File: config.mk
export PLATFORM = sky130hd
export DESIGN_NAME = subtractor_seq
export DESIGN_NICKNAME = d
export VERILOG_FILES = /design/src/rtl/alu_pkg.sv /design/src/rtl/sub_slice.sv /design/src/rtl/subtractor_seq.sv
export SDC_FILE = /design/constraint.sdc
export NUM_CORES = 1
export LEC_CHECK = 0
export CAP_MARGIN = 5
export CORE_MARGIN = 5
export CORE_UTILIZATION = 45
export CTS_CLUSTER_SIZE = 30
export DETAILED_ROUTE_END_ITERATION = 7
export PLACE_DENSITY = 0.71
export SLEW_MARGIN = 20
export SYNTH_ARGS = -nofsm -noshare
export SYNTH_HDL_FRONTEND = slang
export SYNTH_SLANG_ARGS = --single-unit
File: constraint.sdc
create_clock -name clk -period 6.6 [get_ports clk]
set_clock_uncertainty 0.15 [all_clocks]
set_input_delay 0.66 -clock clk [delete_from_list [all_inputs] [get_ports clk]]
set_output_delay 0.66 -clock clk [all_outputs]
set_load 0.02 [all_outputs]
File: src/rtl/alu_pkg.sv
// Shared ALU definitions: default operand geometry (also used by the adder) and sequencer FSM encodings.
package alu_pkg;

    localparam int WIDTH_DEF = 32;
    localparam int CHUNK_DEF = 8;

    typedef enum logic [1:0] {
        ST_IDLE = 2'd0,
        ST_CALC = 2'd1,
        ST_DONE = 2'd2
    } state_t;

endpackage

File: src/rtl/sub_slice.sv
// Combinational CHUNK-bit subtract with borrow: {bout, d} = a - b - bin.
// Zero latency, no flow control.
module sub_slice
    import alu_pkg::*;
#(
    parameter int CHUNK = CHUNK_DEF
) (
    input  logic [CHUNK-1:0] a,
    input  logic [CHUNK-1:0] b,
    input  logic             bin,
    output logic [CHUNK-1:0] d,
    output logic             bout
);

    logic [CHUNK:0] res;

    // A negative result sets the extra top bit, which is exactly the borrow out.
    always_comb begin
        res  = {1'b0, a} - {1'b0, b} - {{CHUNK{1'b0}}, bin};
        d    = res[CHUNK-1:0];
        bout = res[CHUNK];
    end

endmodule

File: src/rtl/subtractor_seq.sv
// Multi-cycle A - B - bin, CHUNK bits/cycle LSB first; SUB_OVERFLOW_FLAG_EN adds the signed overflow output ovf.
// Latency WIDTH/CHUNK cycles after accept, done pulses for one cycle; start is ignored while busy.
module subtractor_seq
    import alu_pkg::*;
#(
    parameter int WIDTH = WIDTH_DEF,
    parameter int CHUNK = CHUNK_DEF
) (
    input  logic             clk,
    input  logic             rst_n,
    input  logic             start,
    input  logic [WIDTH-1:0] A,
    input  logic [WIDTH-1:0] B,
    input  logic             bin,
    output logic             busy,
    output logic             done,
    output logic [WIDTH-1:0] diff,
    output logic             bout
`ifdef SUB_OVERFLOW_FLAG_EN
    ,
    output logic             ovf
`endif
);

    localparam int N  = WIDTH / CHUNK;
    localparam int CW = (N > 1) ? $clog2(N) : 1;
    localparam logic [CW-1:0] LAST = CW'(N - 1);

    if (WIDTH % CHUNK != 0) begin : g_chunk_chk
        $error("subtractor_seq: WIDTH must be a multiple of CHUNK");
    end

    state_t           state, state_nxt;
    logic             accept;
    logic [CW-1:0]    cnt;
    logic [WIDTH-1:0] a_sh, b_sh, acc, acc_nxt, d_ext;
    logic             brw;
    logic [CHUNK-1:0] sl_d;
    logic             sl_bout;
`ifdef SUB_OVERFLOW_FLAG_EN
    logic             a_msb, b_msb;
`endif

    sub_slice #(.CHUNK(CHUNK)) u_slice (
        .a    (a_sh[CHUNK-1:0]),
        .b    (b_sh[CHUNK-1:0]),
        .bin  (brw),
        .d    (sl_d),
        .bout (sl_bout)
    );

    always_ff @(posedge clk or negedge rst_n) begin
        if (!rst_n) state <= ST_IDLE;
        else        state <= state_nxt;
    end

    // DONE doubles as an accept slot so back-to-back ops need no idle cycle.
    always_comb begin
        state_nxt = state;
        accept    = 1'b0;
        busy      = 1'b0;
        done      = 1'b0;
        case (state)
            ST_IDLE: begin
                if (start) begin
                    accept    = 1'b1;
                    state_nxt = ST_CALC;
                end
            end
            ST_CALC: begin
                busy = 1'b1;
                if (cnt == LAST) state_nxt = ST_DONE;
            end
            ST_DONE: begin
                done = 1'b1;
                if (start) begin
                    accept    = 1'b1;
                    state_nxt = ST_CALC;
                end else begin
                    state_nxt = ST_IDLE;
                end
            end
            default: state_nxt = ST_IDLE;
        endcase
    end

    // New chunk enters at the top; after N shifts chunk 0 has reached the LSBs.
    always_comb begin
        d_ext              = '0;
        d_ext[CHUNK-1:0]   = sl_d;
        acc_nxt            = (acc >> CHUNK) | (d_ext << (WIDTH - CHUNK));
    end

    always_ff @(posedge clk or negedge rst_n) begin
        if (!rst_n) begin
            a_sh  <= '0;
            b_sh  <= '0;
            brw   <= 1'b0;
            cnt   <= '0;
            acc   <= '0;
            diff  <= '0;
            bout  <= 1'b0;
`ifdef SUB_OVERFLOW_FLAG_EN
            a_msb <= 1'b0;
            b_msb <= 1'b0;
            ovf   <= 1'b0;
`endif
        end else if (accept) begin
            a_sh  <= A;
            b_sh  <= B;
            brw   <= bin;
            cnt   <= '0;
`ifdef SUB_OVERFLOW_FLAG_EN
            a_msb <= A[WIDTH-1];
            b_msb <= B[WIDTH-1];
`endif
        end else if (state == ST_CALC) begin
            a_sh <= a_sh >> CHUNK;
            b_sh <= b_sh >> CHUNK;
            brw  <= sl_bout;
            acc  <= acc_nxt;
            cnt  <= cnt + 1'b1;
            if (cnt == LAST) begin
                diff <= acc_nxt;
                bout <= sl_bout;
`ifdef SUB_OVERFLOW_FLAG_EN
                ovf  <= (a_msb != b_msb) && (acc_nxt[WIDTH-1] != a_msb);
`endif
            end
        end
    end

endmodule

==> summary.txt, run 1 <==
Worst setup path
  • Arr. time, crit path: 2.35 ns
  • WS Path Type: register to primary output
  • Reg2reg setup slack: 3.57 ns
  • Req. time, crit path: 5.79 ns
  • Worst R2R Path Depth: 9
  • Reg-to-reg startpoint: a_sh[0]$_DFFE_PN0P_
  • Critical R2R Capture: brw$_DFFE_PN0P_
  • Crit path max fanout: 79
  • Critical Path End Type: primary output
  • Critical Path Start Type: register

Yosys
  • Mean Syn Cell Area: 10.8 µm²
  • Synth Warn #: 0
  • Post-synth ARST share: 100%
  • Synth area leader: dfrtp_1
  • Mapped Cells: 503
  • EDFF count, synth: 0
  • Netlist area before placement: 5450 µm²
  • Synth cell count leaders: nand2_1 (148), dfrtp_1 (126), a22oi_1 (41)
  • Netlist cell types: 41
  • Area contributors post-synth: dfrtp_1 (58%), nand2_1 (10%), a22oi_1 (5.6%), mux2_2 (5.2%), ha_1 (3.4%)
  • Ys flop type: dfrtp_1
  • Count leader, synth: nand2_1
  • Syn Nets: 588
  • FF+latch count, synth: 126
  • Sequential-to-total area share from yosys stat: 57.8%
  • Top cell type's share of synthesized area: 57.8%

Timing
  • Fin. Hold Viols: 0
  • Pins Over Slew Limit: 0
  • Hold Slack: 0.172 ns
  • Fin crit share: 47.9%
  • Max-slew headroom: 42.5%
  • Post-route setup slack: 3.44 ns
  • Fmax: 317 MHz
  • RSZ-0062 raised after global routing: no
  • Setup violations, final: 0
  • Period minus WS final: 3.16 ns
  • Setup TNS: 0 ns
  • Worst-Margin Slew: 0.863 ns

Status
  • Outcome: finished clean

GRT
  • Total congestion overflow: 0
  • Initial antenna violation count: 0
  • First-pass GRT wire length: 20300 µm
  • Number of global-route vias before repair: 4208
  • Total Routing Usage GR: 17.6%
  • Largest net degree at the start of global routing: 80

Final layout
  • Layout Utilization: 59.4%
  • Syn-to-layout area delta: 30.4%
  • Share of layout cells above drive strength 1: 10.9%
  • # diodes: 0
  • Nets: 684

Drt
  • Vias per cell: 5.26
  • Final wirelength: 11800 µm
  • DRT Pass-1 Iters: 4
  • Residual DRC: 0
  • WL/cell: 15.6 µm
  • Post-route ant nets: 0
  • Total number of vias: 3990
  • 1st-iter DRT viols: 270

Clock tree
  • Htree depth: 4
  • Postcts setup bufs: 0
  • CTS tree: yes
  • Reg clk slew, reported paths: 0.05 ns
  • Longest Clk Path Bufs: 2
  • Cts repair resizes: 0
  • Clock Sink Count: 126
  • Hold buffer count at cts: 0
  • Worst-Skew Late Latency: 0.41 ns
  • Clock Tree Root: clkbuf_16
  • CTS Buf Count: 17

Placed design
  • Place WS: 3.58 ns
  • I/O Buffers: 102
  • HPWL Detailed: 8020 µm
  • Final Wtd Congestion: 0.805

Pwr
  • Max IR drop VDD: 0.000250 V
  • Leakage: 0.00337 µW
  • Cell Pwr Density: 569 nW/µm²

Die
  • I/O Pins: 103
  • Die Wd: 120 µm
  • Chip height: 120 µm
  • Initial Util: 45.6%
  • Die footprint: 14400 µm²
  • Std-Cell Core Area: 12000 µm²
  • Num rows: 40

Run
  • Total of max-cap violations: 0

Worst hold path
  • Hold crit path type: input port to async pin
==> layer usage <==
metal  global-route usage [%]  up-vias  wire [µm]
li1                         -     1930          -
met1                     22.7     1915       5310
met2                     27.0      126       5510
met3                     5.66       19        762
met4                     8.45        0        234
met5                        0        -          0
==> worst max path at each step <==
stage	startpoint	endpoint	slack, ns	cells past startpoint
6_report	state[0]$_DFFE_PN0P_	busy	3.44	3
5_1_grt	state[0]$_DFFE_PN0P_	busy	3.29	3
4_1_cts	state[0]$_DFFE_PN0P_	busy	3.38	3
3_5_place_dp	a_sh[0]$_DFFE_PN0P_	brw$_DFFE_PN0P_	3.58	9
3_3_place_gp	start	brw$_DFFE_PN0P_	3.71	7
2_1_floorplan	a_sh[0]$_DFFE_PN0P_	brw$_DFFE_PN0P_	3.83	9
==> cells by family (layout without fill, tap and decap cells) <==
kind of cell	Yosys count	count (layout)	synth area share (%)
xor gates and xnor gates	6	6	0.964
buffers and inverters	53	162	4.66
adders and majority gates	17	17	4.18
DFF	126	126	57.8
and+or+nand+nor	182	182	13.9
muxes	26	26	5.35
AOI/OAI and AO/OA	93	93	13.1
==> layout make-up <==
type | instances | area, µm²
fillers | 1000 | 4850
flip-flops and latches | 126 | 3150
multi-input cells | 324 | 2050
repair buffers | 107 | 1060
clock buffers | 21 | 460
well taps | 147 | 184
clock inverters | 11 | 116
inverters | 23 | 88.8
==> worst max-delay path, cell delays in order, from the launching register on <==
cell             delay (ns)
dfrtp_1                0.44
nand2b_1               0.14
inv_4                  0.61
clkdlybuf4s50_1        0.75
==> per-stage QoR <==
step / total power [µW] / instance area (µm²) / instances
global route: 4370 / 7110 / 759
finish: 4050 / 7110 / 759
detailed placement: 3180 / 6530 / 727
global placement: 3110 / 6530 / 727
floorplan: 2640 / 5450 / 503
CTS: 4100 / 7110 / 759
==> power breakdown <==
part | total (µW) | internal (µW) | switching (µW) | leakage (µW)
logic | 1830 | 791 | 1040 | 0.00149
registers | 1320 | 1130 | 194 | 0.00159
clock network | 895 | 572 | 323 | 0.000279
==> registers in the layout, indices dropped and copies added, names as in the netlist <==
register / cells
diff: 32
b_sh: 32
cnt: 2
brw: 1
bout: 1
state: 2
acc: 24
a_sh: 32
==> cell usage in the layout (no fill, tap or decap), drive strengths merged, types with 2 or more instances in the layout <==
cell type,instances
nand3b,2
a21oi,4
xnor2,5
a211o,2
mux2,25
ha,15
nor2,7
inv,23
o211ai,2
a22o,17
dfrtp,126
buf,6
a22oi,41
a221o,8
bufinv,2
nand2,148
nor3,11
nor2b,2
nand3,3
clkinv,6
clkinvlp,3
o21ai,15
fa,2
clkbuf,21
clkdlybuf4s50,101
nand4,2
Note: power is estimated with default switching activity, not from simulation.
==> run 2, diff against run 1 <==
--- a/config.mk
+++ b/config.mk
@@ -10,7 +10,7 @@
 export CORE_UTILIZATION = 45
 export CTS_CLUSTER_SIZE = 30
 export DETAILED_ROUTE_END_ITERATION = 7
-export PLACE_DENSITY = 0.71
+export PLACE_DENSITY = 0.73
 export SLEW_MARGIN = 20
 export SYNTH_ARGS = -nofsm -noshare
 export SYNTH_HDL_FRONTEND = slang
==> constraint.sdc (replaced) <==
create_clock -name clk -period 2.7 [get_ports clk]
set_clock_uncertainty 0.15 [all_clocks]
set_input_delay 0.27 -clock clk [delete_from_list [all_inputs] [get_ports clk]]
set_output_delay 0.27 -clock clk [all_outputs]
set_load 0.02 [all_outputs]
==> summary.txt, run 2 (synthesis results as in run 1) <==
Status
  • Outcome: complete, but fails checks (was finished clean)
  • Failing checks: negative setup slack

Timing
  • RSZ-0062 raised after global routing: yes (was no)
  • Pins Over Slew Limit: 0 (unchanged)
  • Fmax: 364 MHz
  • Setup violations, final: 3 (was 0)
  • Hold Slack: 0.276 ns (was 0.172 ns)
  • Max-slew headroom: 51.3% (was 42.5%)
  • Post-route setup slack: -0.0473 ns (was 3.44 ns)
  • Period minus WS final: 2.75 ns
  • Fin crit share: 102%
  • Fin. Hold Viols: 0 (unchanged)
  • Worst-Margin Slew: 0.730 ns (was 0.863 ns)

Clock tree
  • CTS tree: yes (unchanged)
  • CTS Buf Count: 17 (unchanged)
  • Worst-Skew Late Latency: 0.41 ns (about the same)
  • Longest Clk Path Bufs: 2 (unchanged)
  • Clock Sink Count: 126 (unchanged)
  • Reg clk slew, reported paths: 0.05 ns (about the same)
  • Clock Tree Root: clkbuf_16 (unchanged)
  • Htree depth: 4 (unchanged)

GRT
  • Met2 usage: 28.6% (was 27.0%)
  • Total congestion overflow: 0 (unchanged)
  • Initial antenna violation count: 0 (unchanged)
  • Number of global-route vias before repair: 4245 (was 4208)
  • GRT met3 Usage: 6.46% (was 5.66%)
  • Total Routing Usage GR: 18.1% (was 17.6%)
  • First-pass GRT wire length: 20900 µm (was 20300 µm)
  • Gr busiest metal: met2 (unchanged)
  • Largest net degree at the start of global routing: 75 (was 80)
  • Met1 Use GR: 23.2% (was 22.7%)

Final layout
  • Fillers: 997 (was 1000)
  • Syn-to-layout area delta: 32.6% (was 30.4%)
  • Nets: 694 (was 684)
  • Fin cells: 767 (was 759)
  • # diodes: 0 (unchanged)
  • Most frequent cells in the layout: nand2_1 (148), dfrtp_1 (126), clkdlybuf4s50_1 (101) (unchanged)
  • Commonest non-fill, non-tap cell in the layout: nand2_1 (unchanged)
  • Biggest regs: a_sh: 32 flops, b_sh: 32 flops, diff: 32 flops (unchanged)
  • Share of layout cells above drive strength 1: 12.6% (was 10.9%)
  • FF/Latch Area: 3150 µm² (unchanged)
  • Multi-input gate area: 2060 µm² (was 2050 µm²)

Placed design
  • Final Wtd Congestion: 0.841 (was 0.805)
  • HPWL Detailed: 8240 µm (was 8020 µm)
  • Placed Cells: 733 (was 727)
  • I/O Buffers: 102 (unchanged)

Worst hold path
  • Hold crit path type: input port to async pin (unchanged)

Die
  • Chip height: 120 µm (unchanged)
  • Std-Cell Core Area: 12000 µm² (unchanged)
  • Die Wd: 120 µm (unchanged)
  • I/O Pins: 103 (unchanged)
  • Num rows: 40 (unchanged)
  • Initial Util: 45.6% (unchanged)
  • Die footprint: 14400 µm² (unchanged)

Pwr
  • Cell Pwr Density: 1410 nW/µm² (was 569 nW/µm²)
  • Max IR drop VDD: 0.000596 V (was 0.000250 V)
  • Final Power: 10200 µW (was 4050 µW)
  • Leakage: 0.00344 µW (was 0.00337 µW)

Drt
  • Total number of vias: 4004 (was 3990)
  • 1st-iter DRT viols: 212 (was 270)
  • Final wirelength: 12200 µm (was 11800 µm)
  • DRT Pass-1 Iters: 5 (was 4)
  • Post-route ant nets: 0 (unchanged)
  • Vias per cell: 5.22 (was 5.26)
  • Residual DRC: 0 (unchanged)
  • WL/cell: 15.9 µm (was 15.6 µm)

Worst setup path
  • Arr. time, crit path: 2.94 ns (was 2.35 ns)
  • Crit path max fanout: 3 (was 79)
  • WS Path Type: register to register (was register to primary output)
  • Req. time, crit path: 2.89 ns (was 5.79 ns)
  • Critical Path Start Type: register (unchanged)
  • Critical Path End Type: register (was primary output)

Run
  • Total of max-cap violations: 0 (unchanged)
[run 2: cell types whose count changed in the layout (fill, tap and decap cells not counted), moves of 2 or more]
cell / before / now
buf_4: 6 / 14
clkinvlp_4: 3 / 0
o21ai_0: 14 / 11
o21ai_1: 1 / 4
clkbuf_8: 2 / 4
[run 2: per-stage QoR]
step,util (%),setup slack [ns],setup TNS (ns),cell area (µm²)
floorplan,-,0.00283,0,5460
global placement,55.2,-0.0559,-0.205,6600
detailed placement,55.2,-0.136,-0.544,6600
CTS,60.4,-0.101,-0.316,7230
global route,60.5,-0.178,-0.848,7230
finish,60.5,-0.0473,-0.0998,7230
[run 2: metal layers]
layer / up-vias / share of wire [%]
li1: 1941 / -
met1: 1936 / 44
met2: 116 / 48
met3: 11 / 6.7
met4: 0 / 1.3
met5: - / 0
[run 2: critical path, cell delays in order, from the launching register on]
cell and delay (ns):
dfrtp_1 0.39, fa_1 0.57, inv_1 0.05, ha_2 0.16
or2_4 0.23, fa_2 0.36, nor3b_2 0.22, o211ai_1 0.15
a211o_1 0.32, nand3_1 0.09
[run 2: power by group]
part | total (µW) | switching (µW) | internal [µW]
sequential | 3250 | 485 | 2760
combinational | 4660 | 2610 | 2050
clock | 2290 | 758 | 1530
total | 10200 | 3850 | 6350
[run 2: worst paths after layout]
| check | slack, ns | cells after the start | start | endpoint |
|---|---|---|---|---|
| setup reg to reg | -0.05 | 9 | a_sh[0]$_DFFE_PN0P_ | brw$_DFFE_PN0P_ |
| hold reg to reg | 0.32 | 2 | b_sh[8]$_DFFE_PN0P_ | b_sh[8]$_DFFE_PN0P_ |
| setup / recovery | -0.05 | 9 | a_sh[0]$_DFFE_PN0P_ | brw$_DFFE_PN0P_ |
| min in group clk | 0.30 | 3 | A[22] | a_sh[22]$_DFFE_PN0P_ |
| hold / removal | 0.28 | 2 | rst_n | diff[1]$_DFFE_PN0P_ |
| max in group asynchronous | 1.37 | 3 | rst_n | acc[27]$_DFFE_PN0P_ |
[run 2: what timing repair did]
action	4_1_cts	5_1_grt
hold buffers	1	0
hold endpoints to repair	45	0
pin swaps	6	7
cloned	0	0
endpoints found under the setup margin	6	6
setup buffers	2	1
resized for setup	3	3
[run 2: final cells by class]
class                   instances  area share, %
well taps                     147           2.54
clock buffers                  23           6.75
flip-flops and latches        126           43.6
inverters                      23           1.23
multi-input cells             324           28.5
clock inverters                 7           1.52
repair buffers                117           15.8
==> run 3, diff against run 2 <==
--- a/config.mk
+++ b/config.mk
@@ -5,6 +5,7 @@
 export SDC_FILE = /design/constraint.sdc
 export NUM_CORES = 1
 export LEC_CHECK = 0
+export ABC_AREA = 1
 export CAP_MARGIN = 5
 export CORE_MARGIN = 5
 export CORE_UTILIZATION = 45
==> summary.txt, run 3 <==
Worst setup path
  • WS Path Type: register to register (unchanged)
  • Crit path max fanout: 2 (was 3)
  • Critical Path Source: brw$_DFFE_PN0P_ (was a_sh[0]$_DFFE_PN0P_)
  • Critical Path Start Type: register (unchanged)
  • Reg-to-reg startpoint: brw$_DFFE_PN0P_ (was a_sh[0]$_DFFE_PN0P_)
  • Req. time, crit path: 2.89 ns (about the same)
  • Critical Path End Type: register (unchanged)
  • Arr. time, crit path: 2.76 ns (was 2.94 ns)

Timing
  • Setup violations, final: 0 (was 3)
  • Pins Over Slew Limit: 0 (unchanged)
  • RSZ-0062 raised after global routing: no (was yes)
  • Setup TNS: 0 ns (was -0.0998 ns)
  • Fmax: 390 MHz (was 364 MHz)
  • Max-slew headroom: 36.0% (was 51.3%)
  • Fin crit share: 95.0% (was 102%)
  • Post-route setup slack: 0.134 ns (was -0.0473 ns)
  • Worst-Margin Slew: 0.961 ns (was 0.730 ns)
  • Period minus WS final: 2.57 ns (was 2.75 ns)
  • Fin. Hold Viols: 0 (unchanged)
  • Hold Slack: 0.274 ns (was 0.276 ns)

Final layout
  • Layout Utilization: 59.9% (was 60.5%)
  • # diodes: 0 (unchanged)
  • Commonest non-fill, non-tap cell in the layout: nand2_1 (unchanged)
  • Biggest regs: a_sh: 32 flops, b_sh: 32 flops, diff: 32 flops (unchanged)
  • Fillers: 1091 (was 997)
  • Share of layout cells above drive strength 1: 10.9% (was 12.6%)
  • Most frequent cells in the layout: nand2_1 (187), dfrtp_1 (126), inv_1 (104) (was nand2_1 (148), dfrtp_1 (126), clkdlybuf4s50_1 (101))
  • Syn-to-layout area delta: 31.9% (was 32.6%)
  • Nets: 798 (was 694)

Pwr
  • Clock power frac: 22.2% (was 22.5%)
  • Sw Pwr: 4210 µW (was 3850 µW)
  • Internal power: 6240 µW (was 6350 µW)
  • Max IR drop VDD: 0.000488 V (was 0.000596 V)
  • Switch share: 40.3% (was 37.8%)
  • Leakage: 0.00353 µW (was 0.00344 µW)
  • Seq pwr share: 30.1% (was 31.8%)
  • Cell Pwr Density: 1390 nW/µm² (was 1410 nW/µm²)
  • Combinational share of power: 47.7% (was 45.7%)

Clock tree
  • Longest Clk Path Bufs: 2 (unchanged)
  • Reg clk slew, reported paths: 0.05 ns (about the same)
  • CTS tree: yes (unchanged)
  • Clock Sink Count: 126 (unchanged)
  • Clock Tree Root: clkbuf_16 (unchanged)
  • CTS Buf Count: 17 (unchanged)
  • Worst-Skew Late Latency: 0.40 ns (was 0.41 ns)
  • Htree depth: 4 (unchanged)

Yosys
  • Netlist area before placement: 5690 µm² (was 5450 µm²)
  • Syn Nets: 696 (was 588)
  • Top cell type's share of synthesized area: 55.5% (was 57.8%)
  • Area contributors post-synth: dfrtp_1 (55%), nand2_1 (13%), inv_1 (7.0%), o221ai_2 (5.3%), o21ai_0 (3.6%) (was dfrtp_1 (58%), nand2_1 (10%), a22oi_1 (5.6%), mux2_2 (5.2%), ha_1 (3.4%))
  • Mapped Cells: 611 (was 503)
  • Synth Warn #: 0 (unchanged)
  • Synth cell count leaders: nand2_1 (191), dfrtp_1 (126), inv_1 (106) (was nand2_1 (148), dfrtp_1 (126), a22oi_1 (41))
  • Sequential-to-total area share from yosys stat: 55.5% (was 57.8%)
  • Post-synth ARST share: 100% (unchanged)
  • EDFF count, synth: 0 (unchanged)
  • Synth area leader: dfrtp_1 (unchanged)
  • Netlist cell types: 26 (was 41)
  • FF+latch count, synth: 126 (unchanged)
  • Count leader, synth: nand2_1 (unchanged)
  • Mean Syn Cell Area: 9.31 µm² (was 10.8 µm²)
  • Ys flop type: dfrtp_1 (unchanged)

GRT
  • Initial antenna violation count: 0 (unchanged)
  • Total congestion overflow: 0 (unchanged)
  • Number of global-route vias before repair: 4430 (was 4245)
  • Total Routing Usage GR: 17.7% (was 18.1%)
  • Largest net degree at the start of global routing: 89 (was 75)
  • First-pass GRT wire length: 21000 µm (was 20900 µm)

Drt
  • 1st-iter DRT viols: 219 (was 212)
  • Residual DRC: 0 (unchanged)
  • DRT Pass-1 Iters: 4 (was 5)
  • Vias per cell: 4.86 (was 5.22)
  • Post-route ant nets: 0 (unchanged)
  • Total number of vias: 4366 (was 4004)
  • WL/cell: 13.6 µm (was 15.9 µm)
  • Final wirelength: 12200 µm (about the same)

Run
  • Total of max-cap violations: 0 (unchanged)

Status
  • Outcome: finished clean (was complete, but fails checks)

Die
  • Chip height: 122 µm (was 120 µm)
  • Die Wd: 122 µm (was 120 µm)
  • Die footprint: 15000 µm² (was 14400 µm²)
  • Num rows: 41 (was 40)
  • Initial Util: 45.4% (was 45.6%)
  • I/O Pins: 103 (unchanged)
  • Std-Cell Core Area: 12500 µm² (was 12000 µm²)

Worst hold path
  • Hold Crit Start: B[26]
  • Hold crit path type: input port to register (was input port to async pin)

Placed design
  • I/O Buffers: 102 (unchanged)
  • Place WS: -0.0357 ns (was -0.136 ns)
  • HPWL Detailed: 8590 µm (was 8240 µm)
  • Final Wtd Congestion: 0.855 (was 0.841)
-- run 3: cell count changes after synthesis, sizes merged, moves of 5 or more --
| cell | previous run | this run |
|---|---|---|
| nor3 | 11 | 0 |
| a22oi | 41 | 0 |
| nand2 | 148 | 194 |
| o21ai | 15 | 59 |
| nand3 | 3 | 12 |
| mux2 | 25 | 0 |
| o211ai | 2 | 8 |
| a221o | 8 | 0 |
| inv | 23 | 109 |
| o221ai | 0 | 40 |
| xnor2 | 5 | 0 |
| a22o | 17 | 1 |
-- run 3: area by class of cell --
class | instances | area, µm² | area share, %
sequential | 126 | 3150 | 42.0
multi-input combinational | 346 | 1990 | 26.5
timing repair buffer | 112 | 1120 | 14.9
clock buffer | 22 | 474 | 6.32
inverter | 110 | 414 | 5.52
tap | 172 | 215 | 2.87
clock inverter | 10 | 136 | 1.82
-- run 3: path summary, 6_finish.rpt --
path                            slack [ns]  depth (start not counted)                    to
worst min register to register        0.32                          2   diff[6]$_DFFE_PN0P_
worst max register to register        0.13                         15       brw$_DFFE_PN0P_
worst max-delay path                  0.13                         15       brw$_DFFE_PN0P_
min in group asynchronous             0.28                          2   acc[17]$_DFFE_PN0P_
max in group asynchronous             1.36                          3   a_sh[1]$_DFFE_PN0P_
worst min-delay path                  0.27                          3  b_sh[26]$_DFFE_PN0P_
-- run 3: metrics by stage --
stage	power, µW	std cells	cell area [µm²]
floorplan	6610	611	5690
global placement	7870	863	6830
detailed placement	8030	863	6830
CTS	10400	896	7460
global route	11400	898	7500
finish	10400	898	7500
-- run 3: cell families (layout without fill, tap and decap cells) --
group,count (synthesis),in the layout,share of synthesized area [%]
AO/OA/AOI/OAI,111,111,15.0
AND/OR/NAND/NOR,215,215,14.7
XOR/XNOR,3,3,0.462
flip-flops,126,126,55.5
adder cells (fa/ha/maj),17,17,4.01
buffers and inverters,139,254,10.3
-- run 3: critical path, stage by stage, from the launching register on --
cell,delay (ns)
dfrtp_1,0.34
inv_2,0.04
fa_1,0.55
inv_1,0.05
ha_2,0.16
or2_4,0.23
fa_2,0.37
inv_2,0.06
nand2_2,0.05
nand2_2,0.07
nand2_2,0.08
nand2_2,0.08
nand2_1,0.05
nand2_1,0.09
nand3_1,0.07
nand2_1,0.07
-- run 3: power by group through the flow --
stage	Sequential [µW]	Clock (µW)	Combinational [µW]
3_3_place_gp	3150	0	4720
2_1_floorplan	3370	0	3240
5_1_grt	3250	2440	5660
6_report	3150	2320	4980
3_5_place_dp	3180	0	4850
4_1_cts	3150	2360	4890
-- run 3: metal layers --
| metal | vias to the layer above | share of wire (%) | GRT usage, % |
|---|---|---|---|
| met5 | - | 0 | 0 |
| met1 | 2073 | 44 | 23.6 |
| met4 | 0 | 1.9 | 7.07 |
| met3 | 18 | 4.9 | 3.73 |
| li1 | 2157 | - | - |
| met2 | 118 | 49 | 28.4 |
-- run 3: what timing repair did --
action,4_1_cts,5_1_grt
pin swaps,0,5
resized for setup,1,10
hold buffers,1,0
hold endpoints to repair,46,0
gates cloned,0,0
setup endpoints to repair,4,4
setup buffers,0,2
